===== config.mk =====
export PLATFORM = sky130hd
export DESIGN_NAME = step_sequencer_engine_flat
export DESIGN_NICKNAME = d
export VERILOG_FILES = /design/src/rtl/seq_pkg.sv /design/src/rtl/step_sequencer_engine_if.sv /design/src/rtl/seq_tone_gen.sv /design/src/rtl/step_sequencer_engine.sv /design/src/flat_wrapper.sv
export SDC_FILE = /design/constraint.sdc
export NUM_CORES = 1
export LEC_CHECK = 0
export CORE_UTILIZATION = 44
export CTS_CLUSTER_SIZE = 14
export DETAILED_ROUTE_END_ITERATION = 12
export GPL_ROUTABILITY_DRIVEN = 0
export PLACE_DENSITY = 0.73
export SLEW_MARGIN = 30
export SYNTH_ARGS = -nofsm -noshare
export SYNTH_HDL_FRONTEND = slang
export SYNTH_HIERARCHICAL = 1
export SYNTH_SLANG_ARGS = --single-unit
export TNS_END_PERCENT = 1

===== constraint.sdc =====
create_clock -name clk -period 11.7 [get_ports clk]
set_clock_uncertainty 0.05 [all_clocks]
set_input_delay 1.17 -clock clk [delete_from_list [all_inputs] [get_ports clk]]
set_output_delay 1.17 -clock clk [all_outputs]
set_load 0.01 [all_outputs]

===== src/rtl/seq_pkg.sv =====
// Shared constants for the step sequencer: direction codes, minimum tone
// half-period and the 16-entry note table (50 MHz half-periods, 250 Hz..1 kHz).
package seq_pkg;

    typedef enum logic [1:0] {
        DIR_FWD  = 2'd0,
        DIR_REV  = 2'd1,
        DIR_PP   = 2'd2,
        DIR_FWD3 = 2'd3
    } dir_mode_t;

    localparam int unsigned HALF_MIN = 1;

    // Half-period = 25e6 / f, with f stepping by 50 Hz from 250 Hz to 1 kHz
    function automatic logic [19:0] tone_half(input logic [3:0] note);
        logic [19:0] half;
        case (note)
            4'd0:    half = 20'd100000;
            4'd1:    half = 20'd83333;
            4'd2:    half = 20'd71428;
            4'd3:    half = 20'd62500;
            4'd4:    half = 20'd55555;
            4'd5:    half = 20'd50000;
            4'd6:    half = 20'd45454;
            4'd7:    half = 20'd41666;
            4'd8:    half = 20'd38461;
            4'd9:    half = 20'd35714;
            4'd10:   half = 20'd33333;
            4'd11:   half = 20'd31250;
            4'd12:   half = 20'd29411;
            4'd13:   half = 20'd27777;
            4'd14:   half = 20'd26315;
            4'd15:   half = 20'd25000;
            default: half = 20'd25000;
        endcase
        return half;
    endfunction

endpackage


===== src/rtl/step_sequencer_engine_if.sv =====
// Control/status bundle between the sequencer engine and its host.
interface step_sequencer_engine_if #(
    parameter int NUM_STEPS = 8,
    parameter int STEP_W    = $clog2(NUM_STEPS),
    parameter int NOTE_W    = 4,
    parameter int TEMPO_W   = 28
);
    logic                 run;
    logic [1:0]           dir_mode;
    logic [TEMPO_W-1:0]   tempo_period;
    logic [TEMPO_W-1:0]   gate_period;
    logic [NUM_STEPS-1:0] step_mask;
    logic                 cfg_we;
    logic [STEP_W-1:0]    cfg_addr;
    logic [NOTE_W-1:0]    cfg_note;
    logic                 snd_out;
    logic [NUM_STEPS-1:0] step_led;
    logic [STEP_W-1:0]    step_idx;
    logic                 step_tick;

    modport master (
        output run, dir_mode, tempo_period, gate_period, step_mask,
               cfg_we, cfg_addr, cfg_note,
        input  snd_out, step_led, step_idx, step_tick
    );

    modport slave (
        input  run, dir_mode, tempo_period, gate_period, step_mask,
               cfg_we, cfg_addr, cfg_note,
        output snd_out, step_led, step_idx, step_tick
    );
endinterface


===== src/rtl/seq_tone_gen.sv =====
// Loadable half-period divider: restart loads a new half-period and starts
// the square wave high; otherwise it toggles every i_half enabled cycles.
module seq_tone_gen #(
    parameter int TONE_W = 20
) (
    input  logic              clk,
    input  logic              rst,
    input  logic              i_en,
    input  logic              i_restart,
    input  logic [TONE_W-1:0] i_half,
    output logic              o_sq
);
    logic [TONE_W-1:0] r_half;
    logic [TONE_W-1:0] r_cnt;
    logic              r_sq;

    always_ff @(posedge clk or posedge rst) begin
        if (rst) begin
            r_half <= {TONE_W{1'b0}};
            r_cnt  <= {TONE_W{1'b0}};
            r_sq   <= 1'b0;
        end else if (i_restart) begin
            r_half <= i_half;
            r_cnt  <= {TONE_W{1'b0}};
            r_sq   <= 1'b1;
        end else if (i_en) begin
            if (r_cnt >= r_half - TONE_W'(1)) begin
                r_cnt <= {TONE_W{1'b0}};
                r_sq  <= ~r_sq;
            end else begin
                r_cnt <= r_cnt + TONE_W'(1);
            end
        end
    end

    assign o_sq = r_sq;
endmodule


===== src/rtl/step_sequencer_engine.sv =====
// N-step audio step sequencer: tempo-timed step pointer, per-step note RAM,
// gated square-wave output. Ping-pong playback is built only with SEQ_PINGPONG_EN.
module step_sequencer_engine
    import seq_pkg::*;
#(
    parameter int NUM_STEPS  = 8,
    parameter int STEP_W     = $clog2(NUM_STEPS),
    parameter int NOTE_W     = 4,
    parameter int TONE_W     = 20,
    parameter int TEMPO_W    = 28,
    parameter int TONE_SHIFT = 0
) (
    input logic                    clk,
    input logic                    rst,
    step_sequencer_engine_if.slave bus
);
    localparam logic [STEP_W-1:0] LAST_STEP = STEP_W'(NUM_STEPS - 1);
    localparam logic [STEP_W-1:0] STEP_ZERO = {STEP_W{1'b0}};

    logic [TEMPO_W-1:0]   r_tempo_cnt;
    logic [TEMPO_W-1:0]   r_gate_cnt;
    logic [STEP_W-1:0]    r_step;
    logic [NUM_STEPS-1:0] r_led;
    logic                 r_tick;
    logic                 r_run_d;
    logic                 r_snd;
    logic [NOTE_W-1:0]    r_note_ram [NUM_STEPS];

    logic                 w_adv;
    logic                 w_enter;
    logic                 w_tone_sq;
    logic                 w_gate_open;
    logic [STEP_W-1:0]    w_next_step;
    logic [STEP_W-1:0]    w_entry_step;
    logic [TONE_W-1:0]    w_half_raw;
    logic [TONE_W-1:0]    w_half;
`ifdef SEQ_PINGPONG_EN
    logic                 r_dir_down;
    logic                 w_dir_down_nxt;
`endif

    // Entry happens on every advance and on the first cycle after a pause
    assign w_adv        = bus.run && (r_tempo_cnt >= bus.tempo_period);
    assign w_enter      = bus.run && (w_adv || !r_run_d);
    assign w_entry_step = w_adv ? w_next_step : r_step;
    assign w_half_raw   = TONE_W'(tone_half(4'(r_note_ram[w_entry_step])) >> TONE_SHIFT);
    assign w_half       = (w_half_raw < TONE_W'(HALF_MIN)) ? TONE_W'(HALF_MIN) : w_half_raw;
    assign w_gate_open  = (r_gate_cnt < bus.gate_period) && bus.step_mask[r_step];

    always_comb begin
        w_next_step = (r_step == LAST_STEP) ? STEP_ZERO : r_step + STEP_W'(1);
`ifdef SEQ_PINGPONG_EN
        w_dir_down_nxt = r_dir_down;
`endif
        case (bus.dir_mode)
            DIR_REV: w_next_step = (r_step == STEP_ZERO) ? LAST_STEP : r_step - STEP_W'(1);
`ifdef SEQ_PINGPONG_EN
            DIR_PP: begin
                if (r_step == LAST_STEP) begin
                    w_dir_down_nxt = 1'b1;
                end else if (r_step == STEP_ZERO) begin
                    w_dir_down_nxt = 1'b0;
                end else begin
                    w_dir_down_nxt = r_dir_down;
                end
                w_next_step = w_dir_down_nxt ? r_step - STEP_W'(1) : r_step + STEP_W'(1);
            end
`endif
            default: w_next_step = (r_step == LAST_STEP) ? STEP_ZERO : r_step + STEP_W'(1);
        endcase
    end

    always_ff @(posedge clk or posedge rst) begin
        if (rst) begin
            r_tempo_cnt <= {TEMPO_W{1'b0}};
            r_gate_cnt  <= {TEMPO_W{1'b0}};
            r_step      <= STEP_ZERO;
            r_led       <= NUM_STEPS'(1);
            r_tick      <= 1'b0;
            r_run_d     <= 1'b0;
            r_snd       <= 1'b0;
`ifdef SEQ_PINGPONG_EN
            r_dir_down  <= 1'b0;
`endif
        end else begin
            r_run_d <= bus.run;
            r_tick  <= w_adv;
            // The cycle that re-enters a step after a pause still sees stale tone state
            r_snd   <= bus.run && r_run_d && w_tone_sq && w_gate_open;
            if (!bus.run || w_adv) begin
                r_tempo_cnt <= {TEMPO_W{1'b0}};
            end else begin
                r_tempo_cnt <= r_tempo_cnt + TEMPO_W'(1);
            end
            if (w_adv) begin
                r_step <= w_next_step;
                r_led  <= NUM_STEPS'(1) << w_next_step;
`ifdef SEQ_PINGPONG_EN
                r_dir_down <= w_dir_down_nxt;
`endif
            end
            if (w_enter) begin
                r_gate_cnt <= {TEMPO_W{1'b0}};
            end else if (bus.run && (r_gate_cnt < bus.gate_period)) begin
                r_gate_cnt <= r_gate_cnt + TEMPO_W'(1);
            end
        end
    end

    always_ff @(posedge clk or posedge rst) begin
        if (rst) begin
            for (int i = 0; i < NUM_STEPS; i++) begin
                r_note_ram[i] <= {NOTE_W{1'b0}};
            end
        end else if (bus.cfg_we && (32'(bus.cfg_addr) < 32'(NUM_STEPS))) begin
            r_note_ram[bus.cfg_addr] <= bus.cfg_note;
        end
    end

    seq_tone_gen #(.TONE_W(TONE_W)) u_tone (
        .clk       (clk),
        .rst       (rst),
        .i_en      (bus.run),
        .i_restart (w_enter),
        .i_half    (w_half),
        .o_sq      (w_tone_sq)
    );

    assign bus.snd_out   = r_snd;
    assign bus.step_led  = r_led;
    assign bus.step_idx  = r_step;
    assign bus.step_tick = r_tick;
endmodule


===== src/flat_wrapper.sv =====
// flat-port wrapper written by rule: the top's interface ports become plain ports
module step_sequencer_engine_flat import seq_pkg::*;
#(
    parameter int NUM_STEPS  = 8,
    parameter int STEP_W     = $clog2(NUM_STEPS),
    parameter int NOTE_W     = 4,
    parameter int TONE_W     = 20,
    parameter int TEMPO_W    = 28,
    parameter int TONE_SHIFT = 0
)
  (clk, rst, bus_run, bus_dir_mode, bus_tempo_period, bus_gate_period, bus_step_mask, bus_cfg_we, bus_cfg_addr, bus_cfg_note, bus_snd_out, bus_step_led, bus_step_idx, bus_step_tick);
  step_sequencer_engine_if #(.NUM_STEPS(NUM_STEPS), .STEP_W(STEP_W), .NOTE_W(NOTE_W), .TEMPO_W(TEMPO_W)) bus_i ();
  input logic clk;
  input logic rst;
  input wire logic [$bits(bus_i.run)-1:0] bus_run;
  input wire logic [$bits(bus_i.dir_mode)-1:0] bus_dir_mode;
  input wire logic [$bits(bus_i.tempo_period)-1:0] bus_tempo_period;
  input wire logic [$bits(bus_i.gate_period)-1:0] bus_gate_period;
  input wire logic [$bits(bus_i.step_mask)-1:0] bus_step_mask;
  input wire logic [$bits(bus_i.cfg_we)-1:0] bus_cfg_we;
  input wire logic [$bits(bus_i.cfg_addr)-1:0] bus_cfg_addr;
  input wire logic [$bits(bus_i.cfg_note)-1:0] bus_cfg_note;
  output wire logic [$bits(bus_i.snd_out)-1:0] bus_snd_out;
  output wire logic [$bits(bus_i.step_led)-1:0] bus_step_led;
  output wire logic [$bits(bus_i.step_idx)-1:0] bus_step_idx;
  output wire logic [$bits(bus_i.step_tick)-1:0] bus_step_tick;
  assign bus_i.run = bus_run;
  assign bus_i.dir_mode = bus_dir_mode;
  assign bus_i.tempo_period = bus_tempo_period;
  assign bus_i.gate_period = bus_gate_period;
  assign bus_i.step_mask = bus_step_mask;
  assign bus_i.cfg_we = bus_cfg_we;
  assign bus_i.cfg_addr = bus_cfg_addr;
  assign bus_i.cfg_note = bus_cfg_note;
  assign bus_snd_out = bus_i.snd_out;
  assign bus_step_led = bus_i.step_led;
  assign bus_step_idx = bus_i.step_idx;
  assign bus_step_tick = bus_i.step_tick;
  step_sequencer_engine #(.NUM_STEPS(NUM_STEPS), .STEP_W(STEP_W), .NOTE_W(NOTE_W), .TONE_W(TONE_W), .TEMPO_W(TEMPO_W), .TONE_SHIFT(TONE_SHIFT)) u_core (.clk(clk), .rst(rst), .bus(bus_i));
endmodule

=== Word level (Yosys, flattened, before mapping) ===
Memories as Yosys holds them, arrays and structs flattened.
Cells that the tools add are included.

* Register bits: 143
* Memory bits (read-only): 272
* Input bits: 77
* Output and inout port bits: 13
* Memories: 1

{| class="wikitable"
|+ Memories
! name !! words !! bits a word !! rd ports !! clocked after memory_dff !! wr ports !! line !! RTL
|-
| (no name shown) || 16 || 17 || 1 || 0 || 0 || seq_pkg.sv:17 || <nowiki>case (note)</nowiki>
|}

* Add/sub/neg operators: 6
* Order comparisons: 8
* Equal/unequal tests: 2
* Shifts and indexed selects: 1
* Mux-type cells: 22
* Bitwise gates (word level): 3
* Reductions and logical operators: 17

{| class="wikitable"
|+ Operators with widths
! kind !! number
|-
| $mux 28 || 3
|-
| $mux 20 || 4
|-
| $add 28x1->28 const B || 2
|-
| $bwmux 32 || 1
|-
| $ge 28x28->1 || 1
|-
| $lt 28x28->1 || 1
|-
| $add 20x1->20 const B || 1
|-
| $ge 20x20->1 || 1
|-
| $lt 20x1->1 const B || 1
|-
| $sub 20x1->20 const B || 1
|-
| $bmux 4 s3 || 1
|-
| $demux 4 s3 || 1
|-
| $mux 3 || 4
|-
| $mux 4 || 3
|-
| $ge 4x4->1 const B || 2
|-
| $logic_and 1x1->1 || 8
|-
| $not 3->4 || 2
|-
| $shl 1x3->8 const A || 1
|-
| $reduce_bool 2->1 || 3
|-
| $lt 3x4->1 const B || 1
|-
| $lt 4x1->1 const B || 1
|-
| $mux 1 || 4
|-
| $add 3x1->3 const B || 1
|-
| $bmux 1 s3 || 1
|-
| 8 further kinds || 10
|}

=== Logic depth before layout (Yosys ltp) ===
An unclocked memory read counts as a cell.

* Depth after elaboration: 11
* Mapped depth: 19

=== Hierarchy ===
The synthesis kept the hierarchy.

{| class="wikitable"
|+ Modules (own cells, without submodules)
! module !! instances !! cells an instance !! area each (µm²) !! seq. area each (µm²)
|-
| step_sequencer_engine || 1 || 790 || 7384.6 || 2553.7
|-
| seq_tone_gen || 1 || 259 || 2596.2 || 1026.0
|}

=== Worst setup path after synthesis ===
OpenSTA, ideal clock, no wires.

* Path type: input port to flip-flop
* Start point: input bus_tempo_period[11]
* End point: register u_core.u_tone.r_half[12]
* Arrival: 5.094 ns
* Required time: 11.525 ns
* Path slack: 6.431 ns
* Stages on the path: 17
* Path buffers: 0
* Cell sequence: inv_1 ha_1 a21oi_2 o21ai_2 a2111oi_4 a21oi_2 o21ai_2 mux2_2 nor4b_1 a2111oi_2 and2_1 inv_2 ha_1 nor4_1 a31oi_1 mux2_2 mux2_2

* Word-level cells in the longest chain between the ends: 10
* Elaborated cells between the ends (all ways): 12
* Those cells by class: 2 x order compare; 5 x mux; 1 x bitwise; 3 x reduce/logical; 1 x memory

{| class="wikitable"
|+ Ends and longest elaborated chain
! item !! line !! RTL
|-
| start: declaration || flat_wrapper.sv:17 || <nowiki>input wire logic [$bits(bus_i.tempo_period)-1:0] bus_tempo_period;</nowiki>
|-
| $ge 28x28->1 * || step_sequencer_engine.sv:43 || <nowiki>assign w_adv = bus.run && (r_tempo_cnt >= bus.tempo_period);</nowiki>
|-
| $logic_and 1x1->1 * || step_sequencer_engine.sv:43 ||
|-
| $mux 3 * || step_sequencer_engine.sv:45 || <nowiki>assign w_entry_step = w_adv ? w_next_step : r_step;</nowiki>
|-
| $not 3->4 (not written as such) * || step_sequencer_engine.sv:46 || <nowiki>assign w_half_raw = TONE_W'(tone_half(4'(r_note_ram[w_entry_step])) >> TONE_SHIFT);</nowiki>
|-
| $bmux 4 s3 * || step_sequencer_engine.sv:46 ||
|-
| $mux 4 (not written as such) * (2 in a row) || step_sequencer_engine.sv:46 ||
|-
| $mem_v2 16x17 * || n/a ||
|-
| $lt 20x1->1 || step_sequencer_engine.sv:47 || <nowiki>assign w_half = (w_half_raw < TONE_W'(HALF_MIN)) ? TONE_W'(HALF_MIN) : w_half_raw;</nowiki>
|-
| $mux 20 * || step_sequencer_engine.sv:47 ||
|-
| net u_core.w_half[12] || step_sequencer_engine.sv:36 || <nowiki>logic [TONE_W-1:0] w_half;</nowiki>
|-
| end signal: assignment || seq_tone_gen.sv:19 || <nowiki>r_half <= {TONE_W{1'b0}};</nowiki>
|-
| end signal: assignment || seq_tone_gen.sv:23 || <nowiki>r_half <= i_half;</nowiki>
|-
| end: declaration || seq_tone_gen.sv:13 || <nowiki>logic [TONE_W-1:0] r_half;</nowiki>
|}

Mark *: on every way through the listed nets, which the timed path passes. The rest lies on a longest branch. The select of a mux whose other input is x is not followed.
A chain may end at the register's enable or synchronous reset.

=== Worst setup path after layout ===
* Start point: input bus_tempo_period[7]
* End point: register u_core.u_tone.r_half[12]

* Word-level cells in the longest chain between the ends: 10
* Elaborated cells between the ends (all ways): 12
* Those cells by class: 2 x order compare; 5 x mux; 1 x bitwise; 3 x reduce/logical; 1 x memory

{| class="wikitable"
|+ Ends and longest elaborated chain
! item !! line !! RTL
|-
| $ge 28x28->1 * || step_sequencer_engine.sv:43 ||
|-
| $logic_and 1x1->1 * || step_sequencer_engine.sv:43 ||
|-
| $mux 3 * || step_sequencer_engine.sv:45 ||
|-
| net u_core.w_entry_step[0] || step_sequencer_engine.sv:34 || <nowiki>logic [STEP_W-1:0] w_entry_step;</nowiki>
|-
| $not 3->4 (not written as such) * || step_sequencer_engine.sv:46 ||
|-
| $bmux 4 s3 * || step_sequencer_engine.sv:46 ||
|-
| $mux 4 (not written as such) * (2 in a row) || step_sequencer_engine.sv:46 ||
|-
| $mem_v2 16x17 * || n/a ||
|-
| $lt 20x1->1 || step_sequencer_engine.sv:47 ||
|-
| $mux 20 * || step_sequencer_engine.sv:47 ||
|-
| net u_core.w_half[12] || step_sequencer_engine.sv:36 ||
|}

Marked as above.

==> results by group <==
GRT
  – Overflow after GRT: 0
  – Vias in the first global route: 7938
  – Total track usage: 20.5%
  – Initial antenna violation count: 0
  – First-pass GRT wire length: 39100 um
  – Largest net degree at the start of global routing: 70

Pwr
  – Internal cell power: 0.00109 W
  – Pleak: 5.43 nW
  – Share of power burned in registers: 38.3%
  – Pwr dens: 143 nW/um^2
  – Switching part of the total: 34.9%
  – Clk pwr share: 30.8%
  – Power Total: 0.00168 W
  – Peak supply drop: 113 uV
  – Logic gate share of total power: 31.0%
  – Switch Pwr: 0.000586 W

Clock network
  – Setup Fix Bufs, Post-CTS: 0
  – Clk sink count: 143
  – CTS Buf Count: 17
  – Hold buffer count at CTS: 0
  – Clock tree buffer depth: 2
  – H-tree depth: 4
  – CTS Root Buffer Type: clkbuf_16
  – TritonCTS clock tree: done
  – Post-cts gate resize count: 0
  – Clk slew on worst S/H paths: 0.06 ns
  – Clk_lat worst skew: 0.44 ns

STA
  – Final Max Slew Viols: 0
  – Slew headroom: 36.2%
  – Period minus WS final: 6.35 ns
  – Worst slew pin tran: 0.952 ns
  – Fin crit share: 54.2%
  – Hold slack: 0.432 ns
  – Final hold violations: 0
  – RSZ-0062 raised after global routing: false
  – Highest clock rate: 158 MHz
  – Final setup violation count: 0
  – Setup_tns: 0 ns

Finish
  – Area taken by multi-input logic gates: 5940 sq um
  – Total Nets Final: 1304
  – Fillers: 1929
  – Area Growth Syn to Fin: 17.4%
  – Ratio of cells with drive above 1 in the final layout: 11.6%
  – # diodes: 0
  – Register area: 3580 sq um

Yosys
  – Ys async rst share: 100%
  – Gate Count Post-Synth: 1049
  – Flops & latches, synth: 143
  – Area of the mapped netlist: 9980 sq um
  – Mean post-synth cell area: 9.51 sq um
  – Count of cell types in the netlist: 80
  – Main synth FF type: dfrtp_1
  – Number of synthesized flops with an enable pin: 0
  – Synthesis warning total: 6
  – Seq/Total Area, Yosys: 35.9%

Outcome
  – Violated checks: DRC
  – Status: complete, but fails checks

Floorplanning
  – DIE WIDTH: 153 um
  – Die ar.: 23300 sq um
  – Die Ht: 153 um
  – Total core area: 22000 sq um
  – Num rows: 54
  – Effective utilization at floorplan: 45.3%
  – Top-level I/O count: 90

Flow run
  – Max_cap viols: 0

Routing
  – Drt pass-1 iters: 9
  – Post-DRT Antenna Nets: 0
  – Via Count: 8014
  – Initial DRC Count: 444
  – Drt drc: 5
  – WL final: 23000 um
  – Per-cell routed wire length: 16.1 um
  – Vias/cell: 5.62

Placement
  – PortBufs: 89
  – Post-DP HPWL: 17100 um

Setup path
  – Crit-path max FO: 27
  – Nature of the critical path endpoint: register
  – CP required: 11.96 ns
  – Crit start category: input port
  – Critical path class: in -> reg
  – Worst Path Arrival: 6.61 ns
  – R2R depth: 17

Hold path
  – Hold WC Path Type: reg -> reg
  – Hold Crit Depth: 2
sequential cells by signal, summed over array words and instances, names as in the netlist:
signal	cells
u_core/bus.step_idx	3
u_core/r_run_d	1
u_core/r_tempo_cnt	28
u_core/u_tone/r_cnt	20
u_core/r_gate_cnt	28
u_core/bus.step_tick	1
u_core/u_tone/o_sq	1
u_core/u_tone/r_half	20
u_core/bus.step_led	8
u_core/r_note_ram	32
u_core/bus.snd_out	1
layout make-up:
type,instances,share of cell area (%)
Inverter,96,3.12
Timing Repair Buffer,93,7.89
Clock buffer,18,3.75
Multi-Input combinational cell,783,50.7
Tap cell,280,2.99
Sequential cell,143,30.5
Clock inverter,14,1.04
cell usage after synthesis, types with 13 or more instances:
master / number / area share, %
ha_1: 93 / 12
o21ai_0: 29 / 1.5
inv_1: 93 / 3.5
a21oi_1: 45 / 2.3
a21o_1: 21 / 1.6
xnor2_1: 37 / 3.2
nand4_1: 20 / 1.3
nor2_1: 76 / 2.9
dfrtp_1: 142 / 36
nand3_1: 32 / 1.6
mux2_2: 54 / 6.1
or3_1: 19 / 1.2
xor2_1: 31 / 2.7
nor3_1: 25 / 1.3
o211ai_1: 24 / 1.8
o31ai_1: 13 / 0.98
nand2_1: 84 / 3.2
mux2i_1: 24 / 2.4
clkbuf_1: 18 / 0.68
and3_1: 16 / 1.0
layout by cell type, fill, tap and decap left out, types with 29 or more instances in the layout:
cell type / instances
a21oi_1: 45
mux2_2: 54
inv_1: 92
ha_1: 93
xor2_1: 31
xnor2_1: 37
dfrtp_1: 142
o21ai_0: 29
nand3_1: 31
clkdlybuf4s50_1: 89
nor2_1: 76
nand2_1: 84
final timing paths:
check                                                        to  slack, ns                          startpoint
hold / removal               u_core/bus.step_led[0]$_DFFE_PP1N_       0.43  u_core/bus.step_led[0]$_DFFE_PP1N_
min in group asynchronous      u_core/r_gate_cnt[0]$_DFFE_PP0P_       1.08                                 rst
max in group asynchronous     u_core/r_note_ram[29]$_DFFE_PP0P_       9.51                                 rst
setup / recovery           u_core/u_tone/r_half[12]$_DFFE_PP0P_       5.35                 bus_tempo_period[7]
hold reg to reg              u_core/bus.step_led[0]$_DFFE_PP1N_       0.43  u_core/bus.step_led[0]$_DFFE_PP1N_
setup reg to reg           u_core/u_tone/r_half[12]$_DFFE_PP0P_       6.14    u_core/r_tempo_cnt[23]$_DFF_PP0_
critical path, cell delays in order:
cell and delay, ns:
clkdlybuf4s50_1 0.45, inv_1 0.04, ha_1 0.35, and4_1 0.22, a41oi_1 0.24, o21a_1 0.20
nand3_2 0.14, o21ai_4 0.67, inv_4 0.23, mux2i_4 0.27, and4b_1 0.22, a2111oi_2 0.57
and2_1 0.43, inv_2 0.12, ha_1 0.25, nor4_1 0.37, a31oi_1 0.08, mux2_2 0.29
mux2_2 0.26
routing by layer:
metal  global-route usage, %  wire length [um]
met1                    27.6             10900
met2                    33.1             10800
met3                    3.33               810
met4                    7.55               561
met5                       0                 0
kinds of logic (layout without fill, tap and decap cells):
group / Yosys count / after routing / synth area share (%)
flops: 143 / 143 / 35.9
simple gates: 334 / 334 / 17.3
xor+xnor: 68 / 68 / 5.97
other cells: 1 / 3 / 0.0376
mux: 82 / 82 / 9.33
fa+ha+maj: 93 / 93 / 11.7
buf+inv: 125 / 221 / 4.89
compound gates: 203 / 203 / 14.9
through the flow:
step	utilization (%)	setup WS, ns	instance area, sq um	instances
after detailed placement	50.6	4.98	11100	1395
after global placement	50.6	5.21	11100	1395
after CTS	53.2	5.43	11700	1427
after global routing	53.2	4.99	11700	1427
final	53.2	5.35	11700	1427
after floorplan	-	6.43	9990	1051
power groups by stage:
stage | clock network, W | registers [W] | logic (W)
2_1_floorplan | 0 | 0.000623 | 0.000395
3_3_place_gp | 0 | 0.000645 | 0.000498
3_5_place_dp | 0 | 0.000649 | 0.000513
4_1_cts | 0.000527 | 0.000640 | 0.000518
5_1_grt | 0.000550 | 0.000652 | 0.000582
6_report | 0.000516 | 0.000642 | 0.000519
Note: power is estimated with default switching activity, not from simulation.
